[src/rtl/calc_acc_bank.sv]
// calc_acc_bank: bank of accumulators driven by button strobes, with flags
// and a shift-add multiplier. Undo stack is built when CALC_UNDO_EN is defined.
module calc_acc_bank #(
    parameter int WIDTH      = 16,
    parameter int NUM_ACC    = 4,
    parameter int UNDO_DEPTH = 8,
    localparam int SW_SEL    = (NUM_ACC > 1) ? $clog2(NUM_ACC) : 1
) (
    input  logic              clk,
    input  logic              btnu,
    input  logic              btnd,
    input  logic [3:0]        op,
    input  logic [SW_SEL-1:0] acc_sel,
    input  logic [WIDTH-1:0]  sw,
    output logic [WIDTH-1:0]  led,
    output logic              busy,
    output logic              zero,
    output logic              ovf
);
    localparam int SHW = $clog2(WIDTH);
    localparam int CW  = $clog2(WIDTH + 1);
    localparam int M   = WIDTH - 1;
    localparam logic [SW_SEL:0] ACC_N   = (SW_SEL + 1)'(NUM_ACC);
    localparam logic [CW-1:0]   MUL_END = CW'(WIDTH);

    localparam logic [3:0] OP_AND  = 4'b0000;
    localparam logic [3:0] OP_OR   = 4'b0001;
    localparam logic [3:0] OP_ADD  = 4'b0010;
    localparam logic [3:0] OP_SUB  = 4'b0011;
    localparam logic [3:0] OP_LT   = 4'b0100;
    localparam logic [3:0] OP_LSL  = 4'b0101;
    localparam logic [3:0] OP_SRA  = 4'b0110;
    localparam logic [3:0] OP_XOR  = 4'b0111;
    localparam logic [3:0] OP_MUL  = 4'b1000;
    localparam logic [3:0] OP_MOVE = 4'b1001;
    localparam logic [3:0] OP_UNDO = 4'b1010;

    typedef enum logic [1:0] {S_IDLE, S_EXEC, S_MUL} state_t;

    state_t              state;
    logic                btnd_q;
    logic [3:0]          op_q;
    logic [SW_SEL-1:0]   sel_q;
    logic                valid_q;
    logic [WIDTH-1:0]    a_q;
    logic [WIDTH-1:0]    b_q;
    logic [WIDTH-1:0]    acc [NUM_ACC];
    logic [2*WIDTH-1:0]  prod;
    logic [2*WIDTH-1:0]  mcand;
    logic [WIDTH-1:0]    mplier;
    logic [CW-1:0]       mcnt;

    logic                sel_ok;
    logic [WIDTH-1:0]    a_in;
    logic [WIDTH-1:0]    sum;
    logic [WIDTH-1:0]    diff;
    logic [WIDTH-1:0]    res;
    logic                res_ovf;
    logic                res_wr;
    logic                mul_done;

    assign sel_ok   = ({1'b0, acc_sel} < ACC_N);
    assign a_in     = sel_ok ? acc[acc_sel] : '0;
    assign led      = a_in;
    assign sum      = a_q + b_q;
    assign diff     = a_q - b_q;
    assign mul_done = (state == S_MUL) && (mcnt == MUL_END);

    // Single-cycle ALU result and whether the op commits at all
    always_comb begin
        res     = '0;
        res_ovf = 1'b0;
        res_wr  = 1'b1;
        unique case (op_q)
            OP_AND:  res = a_q & b_q;
            OP_OR:   res = a_q | b_q;
            OP_XOR:  res = a_q ^ b_q;
            OP_ADD: begin
                res     = sum;
                res_ovf = (a_q[M] == b_q[M]) && (sum[M] != a_q[M]);
            end
            OP_SUB: begin
                res     = diff;
                res_ovf = (a_q[M] != b_q[M]) && (diff[M] != a_q[M]);
            end
            OP_LT:   res = {{(WIDTH-1){1'b0}}, $signed(a_q) < $signed(b_q)};
            OP_LSL:  res = a_q << b_q[SHW-1:0];
            OP_SRA:  res = $unsigned($signed(a_q) >>> b_q[SHW-1:0]);
            OP_MOVE: res = b_q;
            default: res_wr = 1'b0;
        endcase
    end

`ifdef CALC_UNDO_EN
    localparam int UPW = (UNDO_DEPTH > 1) ? $clog2(UNDO_DEPTH) : 1;
    localparam int UCW = $clog2(UNDO_DEPTH + 1);
    localparam logic [UPW-1:0] U_LAST = UPW'(UNDO_DEPTH - 1);
    localparam logic [UCW-1:0] U_FULL = UCW'(UNDO_DEPTH);

    logic [SW_SEL-1:0] us_sel [UNDO_DEPTH];
    logic [WIDTH-1:0]  us_val [UNDO_DEPTH];
    logic [UPW-1:0]    u_wp;
    logic [UPW-1:0]    u_top;
    logic [UCW-1:0]    u_cnt;
    logic              push;
    logic              pop;

    assign u_top = (u_wp == '0) ? U_LAST : u_wp - 1'b1;
    assign push  = ((state == S_EXEC) && valid_q && res_wr) || mul_done;
    assign pop   = (state == S_EXEC) && valid_q
                   && (op_q == OP_UNDO) && (u_cnt != '0);

    // Circular undo stack: newest on top, oldest overwritten when full
    always_ff @(posedge clk) begin
        if (btnu) begin
            u_wp  <= '0;
            u_cnt <= '0;
        end else if (push) begin
            us_sel[u_wp] <= sel_q;
            us_val[u_wp] <= a_q;
            u_wp  <= (u_wp == U_LAST) ? '0 : u_wp + 1'b1;
            u_cnt <= (u_cnt == U_FULL) ? u_cnt : u_cnt + 1'b1;
        end else if (pop) begin
            u_wp  <= u_top;
            u_cnt <= u_cnt - 1'b1;
        end
    end
`endif

    // Control FSM, accumulators, flags and shift-add multiplier
    always_ff @(posedge clk) begin
        if (btnu) begin
            state   <= S_IDLE;
            btnd_q  <= 1'b0;
            busy    <= 1'b0;
            zero    <= 1'b0;
            ovf     <= 1'b0;
            op_q    <= '0;
            sel_q   <= '0;
            valid_q <= 1'b0;
            a_q     <= '0;
            b_q     <= '0;
            prod    <= '0;
            mcand   <= '0;
            mplier  <= '0;
            mcnt    <= '0;
            for (int i = 0; i < NUM_ACC; i++) acc[i] <= '0;
        end else begin
            btnd_q <= btnd;
            unique case (state)
                S_IDLE: begin
                    if (btnd && !btnd_q) begin
                        op_q    <= op;
                        sel_q   <= acc_sel;
                        valid_q <= sel_ok;
                        a_q     <= a_in;
                        b_q     <= sw;
                        prod    <= '0;
                        mcand   <= {{WIDTH{1'b0}}, a_in};
                        mplier  <= sw;
                        mcnt    <= '0;
                        busy    <= 1'b1;
                        state   <= (op == OP_MUL && sel_ok) ? S_MUL : S_EXEC;
                    end
                end
                S_EXEC: begin
                    busy  <= 1'b0;
                    state <= S_IDLE;
                    if (valid_q && res_wr) begin
                        acc[sel_q] <= res;
                        zero       <= (res == '0);
                        ovf        <= res_ovf;
                    end
`ifdef CALC_UNDO_EN
                    else if (pop) begin
                        acc[us_sel[u_top]] <= us_val[u_top];
                        zero <= (us_val[u_top] == '0);
                        ovf  <= 1'b0;
                    end
`endif
                end
                S_MUL: begin
                    if (mul_done) begin
                        acc[sel_q] <= prod[WIDTH-1:0];
                        zero  <= (prod[WIDTH-1:0] == '0);
                        ovf   <= |prod[2*WIDTH-1:WIDTH];
                        busy  <= 1'b0;
                        state <= S_IDLE;
                    end else begin
                        if (mplier[0]) prod <= prod + mcand;
                        mcand  <= mcand << 1;
                        mplier <= mplier >> 1;
                        mcnt   <= mcnt + 1'b1;
                    end
                end
                default: begin
                    busy  <= 1'b0;
                    state <= S_IDLE;
                end
            endcase
        end
    end

endmodule

[config.mk]
export PLATFORM = sky130hd
export DESIGN_NAME = calc_acc_bank
export DESIGN_NICKNAME = d
export VERILOG_FILES = /design/src/rtl/calc_acc_bank.sv
export SDC_FILE = /design/constraint.sdc
export NUM_CORES = 1
export LEC_CHECK = 0
export ABC_AREA = 1
export BUFFER_PORTS_ARGS = -buffer_cell sky130_fd_sc_hd__buf_2
export CAP_MARGIN = 20
export CORE_MARGIN = 2
export CORE_UTILIZATION = 55
export CTS_BUF_LIST = sky130_fd_sc_hd__clkbuf_4
export CTS_CLUSTER_DIAMETER = 30
export CTS_CLUSTER_SIZE = 40
export DETAILED_ROUTE_END_ITERATION = 6
export PLACE_DENSITY = 0.72
export RECOVER_POWER = 25
export SYNTH_ARGS = -nofsm -noshare
export SYNTH_HDL_FRONTEND = slang
export SYNTH_SLANG_ARGS = --single-unit
export TNS_END_PERCENT = 5
[constraint.sdc]
create_clock -name clk -period 4.55 [get_ports clk]
set_clock_uncertainty 0.05 [all_clocks]
set_input_delay 0.91 -clock clk [delete_from_list [all_inputs] [get_ports clk]]
set_output_delay 0.91 -clock clk [all_outputs]
set_load 0.005 [all_outputs]
==> impl_metrics.csv <==
group,metric,value,unit
critical_path,crit_required,5.06,ns
timing,final.setup.tns,0,ns
route,wl,46.11,mm
clock_network,numClockSinks,194,
route,drc,0,
clock_network,postCtsSetupBuffers,0,
place,io_buffers,43,
timing,layout_setup_ws,0.9687,ns
pwr,p_leak,6.564,nW
global_route,grt_overflow,0,
place,preCtsSetupSlack,1.055,ns
global_route,antenna_found_initial,1,
route,first_pass_iters,6,
pwr,ir_worst_vdd,0.0001896,V
critical_path,slowest_delay,1.51,ns
cells_and_area,fillers,2551,
yosys,yosys_warnings,0,
floorplan,coreArea,24960,µm²
route,post_drt_via_cell_ratio,5.937,
yosys,syn_area,13840,µm²
place,globalplace.congestion,1.047,
place,dp_cells,2377,
yosys,ys_types,44,
hold_path,hp-class,"reg -> reg",
critical_path,cpMostUsedCell,"clkbuf_1",
clock_network,cts_buffers,17,
cells_and_area,multiInputGateArea,8053,µm²
yosys,syn_nets,2198,
cells_and_area,seq_area,4524,µm²
cells_and_area,area_growth,4.618,%
clock_network,cts_buffer_depth,2,
timing,slew_viol_final,53,
floorplan,rows,58,
global_route,first_global_vias,13408,
yosys,synth-seq-cells,194,
place,post_dp_cell_area,14180,µm²
timing,grt_setup_unrepaired,"false",
clock_network,clkTransAtPathRegs,0.21,ns
route,ant_nets,0,
clock_network,clk_latency,0.62,ns
pwr,powerDensity,268.5,nW/µm²
critical_path,slowest_stage,"clkbuf_1",
critical_path,crit_chain,"clkbuf_1 -> inv_1 -> clkbuf_1 -> nand3_1 -> o21ai_0",
run_status,status,"finished with violations",
yosys,postSynthCellCount,2081,
timing,setup_viol,0,
critical_path,cp-end-kind,"flip-flop",
yosys,avgSynthCellArea,6.653,µm²
timing,relSlewSlack,-0.3479,
floorplan,initial_core_util,0.5546,
place,hpwlAfterDp,35.17,mm
clock_network,cts_max_level,4,
timing,hold_viol_final,0,
global_route,grt.total_usage,0.3521,
global_route,grt_max_degree,65,
cells_and_area,layoutNonFillerInstCount,2411,
floorplan,io_pins,44,
critical_path,critPathArrivalTime,4.09,ns
clock_network,cts_tree,"built",
clock_network,cts_resized,0,
clock_network,clock-root-buffer,"clkbuf_4",
yosys,ys.flop_type,"dfxtp_1",
yosys,seq_area_frac_synth,0.3268,
global_route,grt_pass1_wl,72.51,mm
floorplan,fp.dieW,162.7,µm
timing,fmax,279.2,MHz
run,maxCapViolCount,1,
timing,fin_crit_sh,0.7871,
route,drt-wirelength-per-cell,19.13,µm
run_status,violations,"capacitance limit, slew limit",
cells_and_area,drive_above_1_share,0.05964,
yosys,synthArstFlopShare,0,
route,route.vias.total,14315,
floorplan,die_h,162.7,µm
cells_and_area,nets,2183,
timing,min_period,3.581,ns
timing,tightest_slew,2.022,ns
critical_path,cp_max_fo,52,
route,drtIter0Drc,1530,
clock_network,cts_hold_buf,0,
critical_path,cp-start-kind,"input port",
floorplan,die-area,26460,µm²
critical_path,crit_type,"in -> reg",
yosys,synth_edf_count,64,
cells_and_area,fin_area,14480,µm²
[per-layer routing]
metal	vias to the layer above	track usage	share of wire
met3	141	0.05118	0.072
met2	632	0.5863	0.46
met5	-	0	0
met1	6641	0.4479	0.41
met4	0	0.1754	0.054
li1	6901	-	-
[worst paths after layout]
path | startpoint | end | slack [ns] | cells past startpoint
setup reg to reg | state[1] | prod[11] | 1.04 | 12
hold / removal | valid_q | valid_q | 0.43 | 2
hold reg to reg | valid_q | valid_q | 0.43 | 2
setup / recovery | btnu | b_q[4] | 0.97 | 5
[state kept, by name, indices dropped and copies added (netlist names), 2 cells and up]
name    count
b_q        16
op_q        4
a_q        16
mcnt        5
state       2
mcand      32
sel_q       2
prod       32
acc        64
mplier     16
[cell families after synthesis]
family | share of synthesized area
buffers and inverters | 0.09164
AND/OR/NAND/NOR | 0.3266
adder cells (fa/ha/maj) | 0.08477
flip-flops | 0.3268
AO/OA/AOI/OAI | 0.1670
XOR/XNOR | 0.003163
[synth_stat cells, drive strengths merged, types with 9 or more instances]
cell type / n / share of area
ha: 89 / 0.080
o21ai: 144 / 0.052
a31oi: 18 / 0.0081
clkbuf: 62 / 0.017
nand2: 522 / 0.14
a32oi: 13 / 0.0082
nand3: 239 / 0.087
nor2: 224 / 0.063
o21bai: 22 / 0.012
nand4: 20 / 0.0090
a21oi: 149 / 0.054
dfxtp: 130 / 0.19
edfxtp: 64 / 0.14
or2: 17 / 0.0077
nor4: 9 / 0.0052
nor3: 23 / 0.0091
o22ai: 27 / 0.012
buf: 28 / 0.012
inv: 231 / 0.063
[where the power goes]
part / internal (W) / switching [W]
registers: 0.00188 / 0.0000789
logic: 0.000271 / 0.000647
clock network: 0.000271 / 0.000744
[worst max-delay path: cells and delay by family]
family	cells	cell delay (ns)
compound gates	1	0.17
simple gates	1	0.42
buf+inv	3	2.56
[final cells by class]
type                       count  area share
multi-input combinational   1566      0.5560
sequential                   194      0.3124
inverter                     231     0.05987
tap                          330     0.02851
timing repair buffer          56     0.02091
clock inverter                15     0.01322
clock buffer                  17    0.008811
antenna                        2   0.0003455
[stage by stage]
stage	total power, W	hold slack [ns]	utilization
after floorplan	0.002606	0.3937	-
after global placement	0.002873	0.4086	0.5679
final	0.003889	0.4344	0.5802
after global routing	0.004076	0.4656	0.5801
after CTS	0.003876	0.4329	0.5807
after detailed placement	0.002885	0.4110	0.5679
[placed cells by master (no fill, tap or decap), drive strengths merged, types with 17 or more instances in the layout]
cell    count
a21oi     149
a31oi      18
buf        50
clkbuf     23
dfxtp     130
edfxtp     64
ha         89
inv       239
nand2     522
nand3     239
nand4      20
nor2      224
nor3       23
o21ai     144
o21bai     22
o22ai      27
or2        17
Note: power is estimated with default switching activity, not from simulation.
